[src/rtl/mem_request_queue.sv]
// mem_request_queue
//   Circular DRAM request queue sitting between the trace parser and the DRAM
//   command scheduler. Requests carry the CPU clock count at which they become
//   due; the queue keeps its own CPU clock count, jumps over idle time while
//   empty, ages every stored entry and issues strictly in FIFO order, either as
//   soon as the head is valid or only once the head has reached AGE_LIMIT.
//
// Ports
//   CPU_clock    clock
//   rst_n        synchronous, active-low reset
//   in_valid     parser request valid (held until in_ready)
//   in_time      request CPU clock count
//   in_op        request opcode (0=read, 1=write, 2=ifetch)
//   in_addr      request address
//   in_ready     request consumed this cycle (inserted or dropped)
//   out_valid    head entry eligible for issue
//   out_ready    scheduler accepts head
//   out_time     head request time (0 when empty)
//   out_op       head opcode (0 when empty)
//   out_addr     head address (0 when empty)
//   cpu_time     local CPU clock count
//   count        occupancy
//   full/empty   occupancy status
//   insert_flag  one-cycle pulse after an insert
//   exit_flag    one-cycle pulse after a pop
//   drop_flag    one-cycle pulse after a drop
//   drop_count   total drops, saturating at 2^32-1

module mem_request_queue #(
  parameter int DEPTH        = 16,
  parameter int ADDR_W       = 33,
  parameter int OP_W         = 2,
  parameter int TIME_W       = 64,
  parameter int AGE_LIMIT    = 100,
  parameter int ISSUE_MODE   = 0,
  parameter int DROP_ON_FULL = 1
) (
  input  logic                     CPU_clock,
  input  logic                     rst_n,
  input  logic                     in_valid,
  input  logic [TIME_W-1:0]        in_time,
  input  logic [OP_W-1:0]          in_op,
  input  logic [ADDR_W-1:0]        in_addr,
  output logic                     in_ready,
  output logic                     out_valid,
  input  logic                     out_ready,
  output logic [TIME_W-1:0]        out_time,
  output logic [OP_W-1:0]          out_op,
  output logic [ADDR_W-1:0]        out_addr,
  output logic [TIME_W-1:0]        cpu_time,
  output logic [$clog2(DEPTH):0]   count,
  output logic                     full,
  output logic                     empty,
  output logic                     insert_flag,
  output logic                     exit_flag,
  output logic                     drop_flag,
  output logic [31:0]              drop_count
);

  localparam int PTR_W = $clog2(DEPTH);
  localparam int CNT_W = PTR_W + 1;
  localparam int AGE_W = $clog2(AGE_LIMIT + 1);
  localparam logic [AGE_W-1:0] AGE_MAX = AGE_W'(AGE_LIMIT);
  localparam logic [CNT_W-1:0] DEPTH_C = CNT_W'(DEPTH);

  logic [TIME_W-1:0] time_mem [DEPTH];
  logic [OP_W-1:0]   op_mem   [DEPTH];
  logic [ADDR_W-1:0] addr_mem [DEPTH];
  logic [AGE_W-1:0]  age      [DEPTH];
  logic [DEPTH-1:0]  valid;

  logic [PTR_W-1:0]  wr_ptr;
  logic [PTR_W-1:0]  rd_ptr;

  logic due;
  logic push;
  logic drop;
  logic pop;

  assign full  = (count == DEPTH_C);
  assign empty = (count == '0);

  // A late request (in_time < cpu_time) is simply due; only future requests wait.
  assign due = in_valid && (in_time <= cpu_time);

  // When full, readiness deliberately ignores out_ready so a same-cycle pop
  // never opens a slot for the pending request.
  assign in_ready = due && (!full || (DROP_ON_FULL != 0));
  assign push     = due && !full;
  assign drop     = due && full && (DROP_ON_FULL != 0);

  assign out_valid = !empty && ((ISSUE_MODE != 0) || (age[rd_ptr] == AGE_MAX));
  assign pop       = out_valid && out_ready;

  assign out_time = empty ? '0 : time_mem[rd_ptr];
  assign out_op   = empty ? '0 : op_mem[rd_ptr];
  assign out_addr = empty ? '0 : addr_mem[rd_ptr];

  // Control state: pointers, occupancy, local time, drop accounting and flags.
  always_ff @(posedge CPU_clock) begin
    if (!rst_n) begin
      wr_ptr      <= '0;
      rd_ptr      <= '0;
      count       <= '0;
      cpu_time    <= '0;
      drop_count  <= '0;
      insert_flag <= 1'b0;
      exit_flag   <= 1'b0;
      drop_flag   <= 1'b0;
    end else begin
      // Idle skip: with nothing queued there is no reason to count up to a future request.
      if (empty && in_valid && (in_time > cpu_time)) begin
        cpu_time <= in_time;
      end else begin
        cpu_time <= cpu_time + TIME_W'(1);
      end

      if (push) begin
        wr_ptr <= wr_ptr + PTR_W'(1);
      end
      if (pop) begin
        rd_ptr <= rd_ptr + PTR_W'(1);
      end

      case ({push, pop})
        2'b10:   count <= count + CNT_W'(1);
        2'b01:   count <= count - CNT_W'(1);
        default: count <= count;
      endcase

      if (drop && (drop_count != 32'hFFFF_FFFF)) begin
        drop_count <= drop_count + 32'd1;
      end

      insert_flag <= push;
      exit_flag   <= pop;
      drop_flag   <= drop;
    end
  end

  // Per-entry validity and saturating age. The write slot is never valid when
  // pushing (push needs !full), so the fresh age of 0 cannot collide with aging.
  always_ff @(posedge CPU_clock) begin
    if (!rst_n) begin
      valid <= '0;
      for (int i = 0; i < DEPTH; i++) begin
        age[i] <= '0;
      end
    end else begin
      for (int i = 0; i < DEPTH; i++) begin
        if (valid[i] && (age[i] != AGE_MAX)) begin
          age[i] <= age[i] + AGE_W'(1);
        end
      end
      if (push) begin
        valid[wr_ptr] <= 1'b1;
        age[wr_ptr]   <= '0;
      end
      if (pop) begin
        valid[rd_ptr] <= 1'b0;
      end
    end
  end

  // Payload storage carries no reset; validity is tracked separately above.
  always_ff @(posedge CPU_clock) begin
    if (push) begin
      time_mem[wr_ptr] <= in_time;
      op_mem[wr_ptr]   <= in_op;
      addr_mem[wr_ptr] <= in_addr;
    end
  end

endmodule

[config.mk]
export PLATFORM = sky130hd
export DESIGN_NAME = mem_request_queue
export DESIGN_NICKNAME = d
export VERILOG_FILES = /design/src/rtl/mem_request_queue.sv
export SDC_FILE = /design/constraint.sdc
export NUM_CORES = 2
export LEC_CHECK = 0
export BUFFER_PORTS_ARGS = -buffer_cell sky130_fd_sc_hd__buf_2
export CORE_MARGIN = 3
export CORE_UTILIZATION = 65
export CTS_CLUSTER_DIAMETER = 150
export DETAILED_ROUTE_END_ITERATION = 16
export HOLD_SLACK_MARGIN = 0.08
export PLACE_DENSITY_LB_ADDON = 0.2
export SETUP_SLACK_MARGIN = 0.1
export SYNTH_ARGS = -nofsm -noshare
export SYNTH_HDL_FRONTEND = slang
export SYNTH_SLANG_ARGS = --single-unit
[constraint.sdc]
create_clock -name CPU_clock -period 25 [get_ports CPU_clock]
set_clock_uncertainty 0.1 [all_clocks]
set_input_delay 3.75 -clock CPU_clock [delete_from_list [all_inputs] [get_ports CPU_clock]]
set_output_delay 3.75 -clock CPU_clock [all_outputs]
set_load 0.03 [all_outputs]
Word-level counts from Yosys, hierarchy flattened --
Memories as Yosys holds them, arrays and structs flattened. A register that Yosys moved wholly into a read port is not among the register bits. Index checks and enable logic that the tools add are counted.
Word-level totals: register bits after elaboration 128, memory bits (read-only) 0, bits in latches 0, memory bits (writable) 1696, input bits 103, memories kept 4, word-level logic and storage cells 200
Memories:
- time_mem | depth 16, width 64, rd ports 1, clocked after Yosys merged registers in 1, write ports 1, line 66 | logic [TIME_W-1:0] time_mem [DEPTH];
- addr_mem | depth 16, width 33, rd ports 1, clocked after Yosys merged registers in 1, write ports 1, line 68 | logic [ADDR_W-1:0] addr_mem [DEPTH];
- age | depth 16, width 7, rd ports 17, clocked after Yosys merged registers in 1, write ports 17, line 69 | logic [AGE_W-1:0] age [DEPTH];
- op_mem | depth 16, width 2, rd ports 1, clocked after Yosys merged registers in 1, write ports 1, line 67 | logic [OP_W-1:0] op_mem [DEPTH];
Operators by class: reductions and logical operators 30, bitwise operators 19, order comparisons 6, eq/ne operators 21, divide/modulo/power cells 0, add/subtract/negate cells 22, $mul 0, muxes and demuxes 89, shifts and indexed selects 0
Operator list (count):
- $mux W64 | 2
- $add A7 B1 Y7 const B | 16
- $mux W7 | 16
- $ne A7 B7 Y1 const B | 16
- $add A64 B1 Y64 const B | 1
- $gt A64 B64 Y1 | 1
- $le A64 B64 Y1 | 1
- $mux W1 | 55
- $mux W16 | 3
- $mux W33 | 1
- $add A32 B1 Y32 const B | 1
- $mux W4 | 8
- $ne A32 B32 Y1 const B | 1
- $logic_and A1 B1 Y1 | 26
- $and A16 B16 Y16 | 1
- $not A16 Y16 | 1
- $or A1 B1 Y1 | 16
- $or A16 B16 Y16 | 1
- $lt A4 B5 Y1 const B | 2
- $pmux W5 S2 | 1
- $add A4 B1 Y4 const B | 2
- $demux W1 S4 | 2
- $ge A4 B1 Y1 const B | 2
- $eq A7 B7 Y1 const B | 1
- other kinds (9) | 10

Depth between registers and ports, before layout --
word-level depth 9, mapped depth 17, depth with buffers taken out 17

Worst setup path after synthesis --
OpenSTA, ideal clock, no wires.
path kind input to register, from input port in_time[55], to register valid[10], buffers on the path 1, slack 11.694 ns, library setup time 0.089 ns, arrival 13.117 ns, data required time 24.811 ns, stages 10, cell sequence ha_1 a21oi_1 o21ai_1 a221oi_1 o211ai_1 nor4_4 o21ai_2 buf_2 nor3_1 o221a_2
Between the ends: word-level cells in the longest chain between the ends 7
RTL lines:
- start, declared | line 41 | input logic [TIME_W-1:0] in_time,
- $le A64 B64 Y1 (*) | line 84 | assign due = in_valid && (in_time <= cpu_time);
- $logic_and A1 B1 Y1 (*) | line 84
- $logic_and A1 B1 Y1 (*) | line 89 | assign push = due && !full;
- $mux W16 (*) | line 155 | if (push) begin
- $mux W16 (*) | line 144 | if (!rst_n) begin
- $and A16 B16 Y16 (no line)
- $mux W16 (*) | line 159 | if (pop) begin
- end signal, assigned | line 145 | valid <= '0;
- end signal, assigned by index | line 156 | valid[wr_ptr] <= 1'b1;
- end signal, assigned by index | line 160 | valid[rd_ptr] <= 1'b0;
- end, declared | line 70 | logic [DEPTH-1:0] valid;
Every way passes the cells marked *; elsewhere a longest branch is shown, timed or not. The select of a mux whose other input is x is not followed. A chain may end at the register's enable or synchronous reset.

Final worst setup path --
from input port in_time[30], to output port in_ready
Between the ends: word-level cells in the longest chain between the ends 2
RTL lines:
- $le A64 B64 Y1 | line 84
- $logic_and A1 B1 Y1 | line 84
- end, declared | line 44 | output logic in_ready,
No other way between the ends.

==> metrics.md <==
| Metric | Value |
|---|---|
| Status | `completed` |
| Syn Inst Count | `3941` |
| TNS Setup | `0 ns` |
| Combinational fraction of design power | `0.070` |
| RSZ-0062 raised after global routing | `false` |
| R2R Setup Slk | `19.14 ns` |
| Core Util, Final | `0.741` |
| Num CTS Buffers | `177` |
| Clk sink count | `1828` |
| Routed Wire Length | `177000 um` |
| Vias per cell | `6.56` |
| Pins over their slew limit | `0` |
| Largest net degree at the start of global routing | `107` |
| Sw frac | `0.227` |
| Post-synthesis sequential area ratio | `0.714` |
| Clock H-tree levels | `4` |
| Crit path from | `in_time[30]` |
| Max-slew headroom | `0.192` |
| Grt ovf | `0` |
| PortBufs | `309` |
| Antenna-violating nets left | `0` |
| Wirelength per Cell | `29.7 um` |
| Die area | `117000 um2` |
| Starting density of the core | `0.659` |
| Die Wd | `342 um` |
| YS warnings | `0` |
| Most used flip-flop cell after synthesis | `edfxtp_1` |
| Number of global-route vias before repair | `38800` |
| Die height | `342 um` |
| Leakage Power | `26.3 nW` |
| Number of max-cap violations | `0` |
| Worst path slowest cell | `nor4_1` |
| Clock Latency Late Sink | `0.78 ns` |
| HPWL after DPL | `92500 um` |
| CTS max path bufs | `3` |
| Vias after detailed routing | `39100` |
| Layout cells sized above 1 | `0.263` |
| Crit-path cells | `buf_2, ha_1, nand4_1, nor4_1, nand4_1, a31oi_1, nor4_4, nor2_4, buf_4, nor2b_1, buf_2` |
| Synth Cell Area | `73500 um2` |
| WS Path Type | `input pin to primary output` |
| Worst-path maximum fanout | `55` |
| TritonCTS clock tree | `built` |
| Post-CTS sizing | `0` |
| 1st-iter DRT viols | `4798` |
| CP Capture Type | `primary output` |
| Hold Crit Class | `register to register` |
| IO Pins | `310` |
| P per Cell Area | `77.9 nW/um2` |
| Row cnt | `122` |
| Clock Pin Slew Worst Setup and Hold Paths | `0.06 ns` |
| Synthesized area per cell | `18.6 um2` |
| Residual DRC | `0` |
| Root Buffer | `clkbuf_16` |
| Seq pwr share | `0.528` |
| Worst EP arrival | `7.10 ns` |
| FF+latch count, synth | `1828` |
| Element type at the critical path start | `input pin` |
| Final GP Congestion | `0.814` |
| Reg-to-reg endpoint | `count[4]` |
| Pint | `4.97 mW` |
| Synth unique cells | `59` |
| Total GRT Usage | `0.307` |
| Final setup viols | `0` |
| Worst Reg-to-Reg Cells | `16` |
| P_sw | `1.46 mW` |
| Async S/R FF share, synth | `0` |
| Post-CTS setup buffers | `0` |
| Initial antenna violation count | `22` |
| EDFF count, synth | `1584` |
| Period minus WS final | `10.95 ns` |
| Critical Path RT | `21.15 ns` |
| Crit path largest cell delay | `0.88 ns` |
| Core area | `111000 um2` |
| Nets | `4525` |
| DR pass1 iterations | `5` |
| Hold-fix buffers, CTS | `0` |
| F_max | `91.4 MHz` |
| Fin crit share | `0.438` |
| Max VDD drop | `0.0733 mV` |
| Final Power | `6.43 mW` |
| Worst Setup EP | `in_ready` |
| Final hold vios | `0` |
| Hold WS | `0.398 ns` |
| Clock network fraction of total power | `0.402` |
| Slew @ Worst Pin | `1.21 ns` |
| First-pass GRT wire length | `260000 um` |
| P&R area growth vs syn | `12.3%` |
| Net Count, Synth | `4155` |
==> synthesized netlist by cell type, drive strengths merged (5+ instances only) <==
library cell | instances | area share
nor2 | 241 | 0.012
xor2 | 54 | 0.0064
and2 | 5 | 0.00043
xnor2 | 111 | 0.013
o221a | 16 | 0.0025
dfxtp | 244 | 0.066
o31ai | 41 | 0.0049
a21oi | 73 | 0.0050
o21a | 16 | 0.0016
buf | 72 | 0.0043
or2 | 5 | 0.00043
or4 | 22 | 0.0023
mux4 | 496 | 0.15
and4 | 18 | 0.0021
nand4 | 55 | 0.0047
and3 | 18 | 0.0015
nor4b | 5 | 0.00060
nand2 | 109 | 0.0056
inv | 130 | 0.0066
a211oi | 56 | 0.0057
nand2b | 16 | 0.0014
nor2b | 101 | 0.0086
edfxtp | 1584 | 0.65
nor4 | 26 | 0.0028
ha | 110 | 0.019
or3 | 13 | 0.0011
mux2i | 12 | 0.0016
nor3 | 49 | 0.0035
nand3 | 87 | 0.0059
o21ai | 24 | 0.0017
clkbuf | 106 | 0.0054
==> sequential cells by signal, indices dropped and copies added (netlist names), 5 cells and up, named ones only <==
name / cells
age: 112
count: 5
op_mem: 32
drop_count: 32
addr_mem: 528
time_mem: 1024
cpu_time: 64
valid: 16
==> worst max-delay path, delay by kind of cell <==
kind / cells / cell delay (ns)
buffers and inverters: 3 / 0.83
adders and majority gates: 1 / 0.36
AOI/OAI and AO/OA: 1 / 0.34
and+or+nand+nor: 6 / 1.76
==> area by class of cell <==
type	count	area, um2
Antenna cell	20	50.0
Clock buffer	240	4970
Clock inverter	85	653
Fill cell	6437	28900
Inverter	130	490
Multi-Input combinational cell	1805	19900
Sequential cell	1828	52500
Tap cell	1488	1860
Timing Repair Buffer	369	2120
==> power by group through the flow <==
stage / registers, mW / clock network [mW] / logic, mW
detailed placement: 3.46 / 0 / 0.442
floorplan: 3.49 / 0 / 0.225
global route: 3.40 / 2.73 / 0.479
global placement: 3.45 / 0 / 0.434
finish: 3.39 / 2.59 / 0.450
CTS: 3.39 / 2.62 / 0.448
==> metrics by stage <==
step                cell area [um2]  instances  worst slack, ns
floorplan                     73500       3941            11.69
global placement              76900       5620            14.14
detailed placement            76900       5620            14.05
CTS                           82500       5945            14.02
global route                  82500       5950            13.77
finish                        82600       5965            14.05
==> metal layers <==
metal,up-vias,global-route usage,part of all wire,wire [um]
li1,16600,-,-,-
met1,20300,0.425,0.38,66900
met2,1940,0.499,0.50,88300
met3,317,0.0691,0.096,17000
met4,14,0.0897,0.026,4640
met5,-,0,0.00054,96
==> worst min-delay path by stage <==
stage	depth (start not counted)	slack (ns)	startpoint	end
detailed placement	2	0.38	drop_count[26]	drop_count[26]
global route	2	0.42	drop_count[5]	drop_count[5]
CTS	2	0.40	drop_count[20]	drop_count[20]
global placement	2	0.37	drop_count[28]	drop_count[28]
floorplan	2	0.38	age[4][6]	age[4][6]
finish	2	0.40	drop_count[8]	drop_count[8]
==> layout by cell type, fill, tap and decap left out, drive strengths merged, types with 18 or more instances in the layout <==
cell type	count
ha	110
and3	18
clkbuf	240
xor2	54
mux4	496
edfxtp	1584
nor3	49
diode	20
nand2	109
inv	133
buf	369
nand4	55
nor2b	101
nor4	26
a211oi	56
xnor2	111
or4	22
a21oi	73
o21ai	24
dfxtp	244
clkinv	68
o31ai	41
nor2	241
and4	18
nand3	87
==> logic make-up (layout without fill, tap and decap cells) <==
group                      count (synthesis)  after routing  share of synthesized area
adders and majority gates                111            111                     0.0190
DFF                                     1828           1828                      0.714
buffers and inverters                    308            824                     0.0163
AOI/OAI and AO/OA                        245            245                     0.0235
other                                      0             20                          0
and+or+nand+nor                          776            776                     0.0542
xor gates and xnor gates                 165            165                     0.0197
muxes                                    508            508                      0.154
Power figures use the tool's default switching activity.
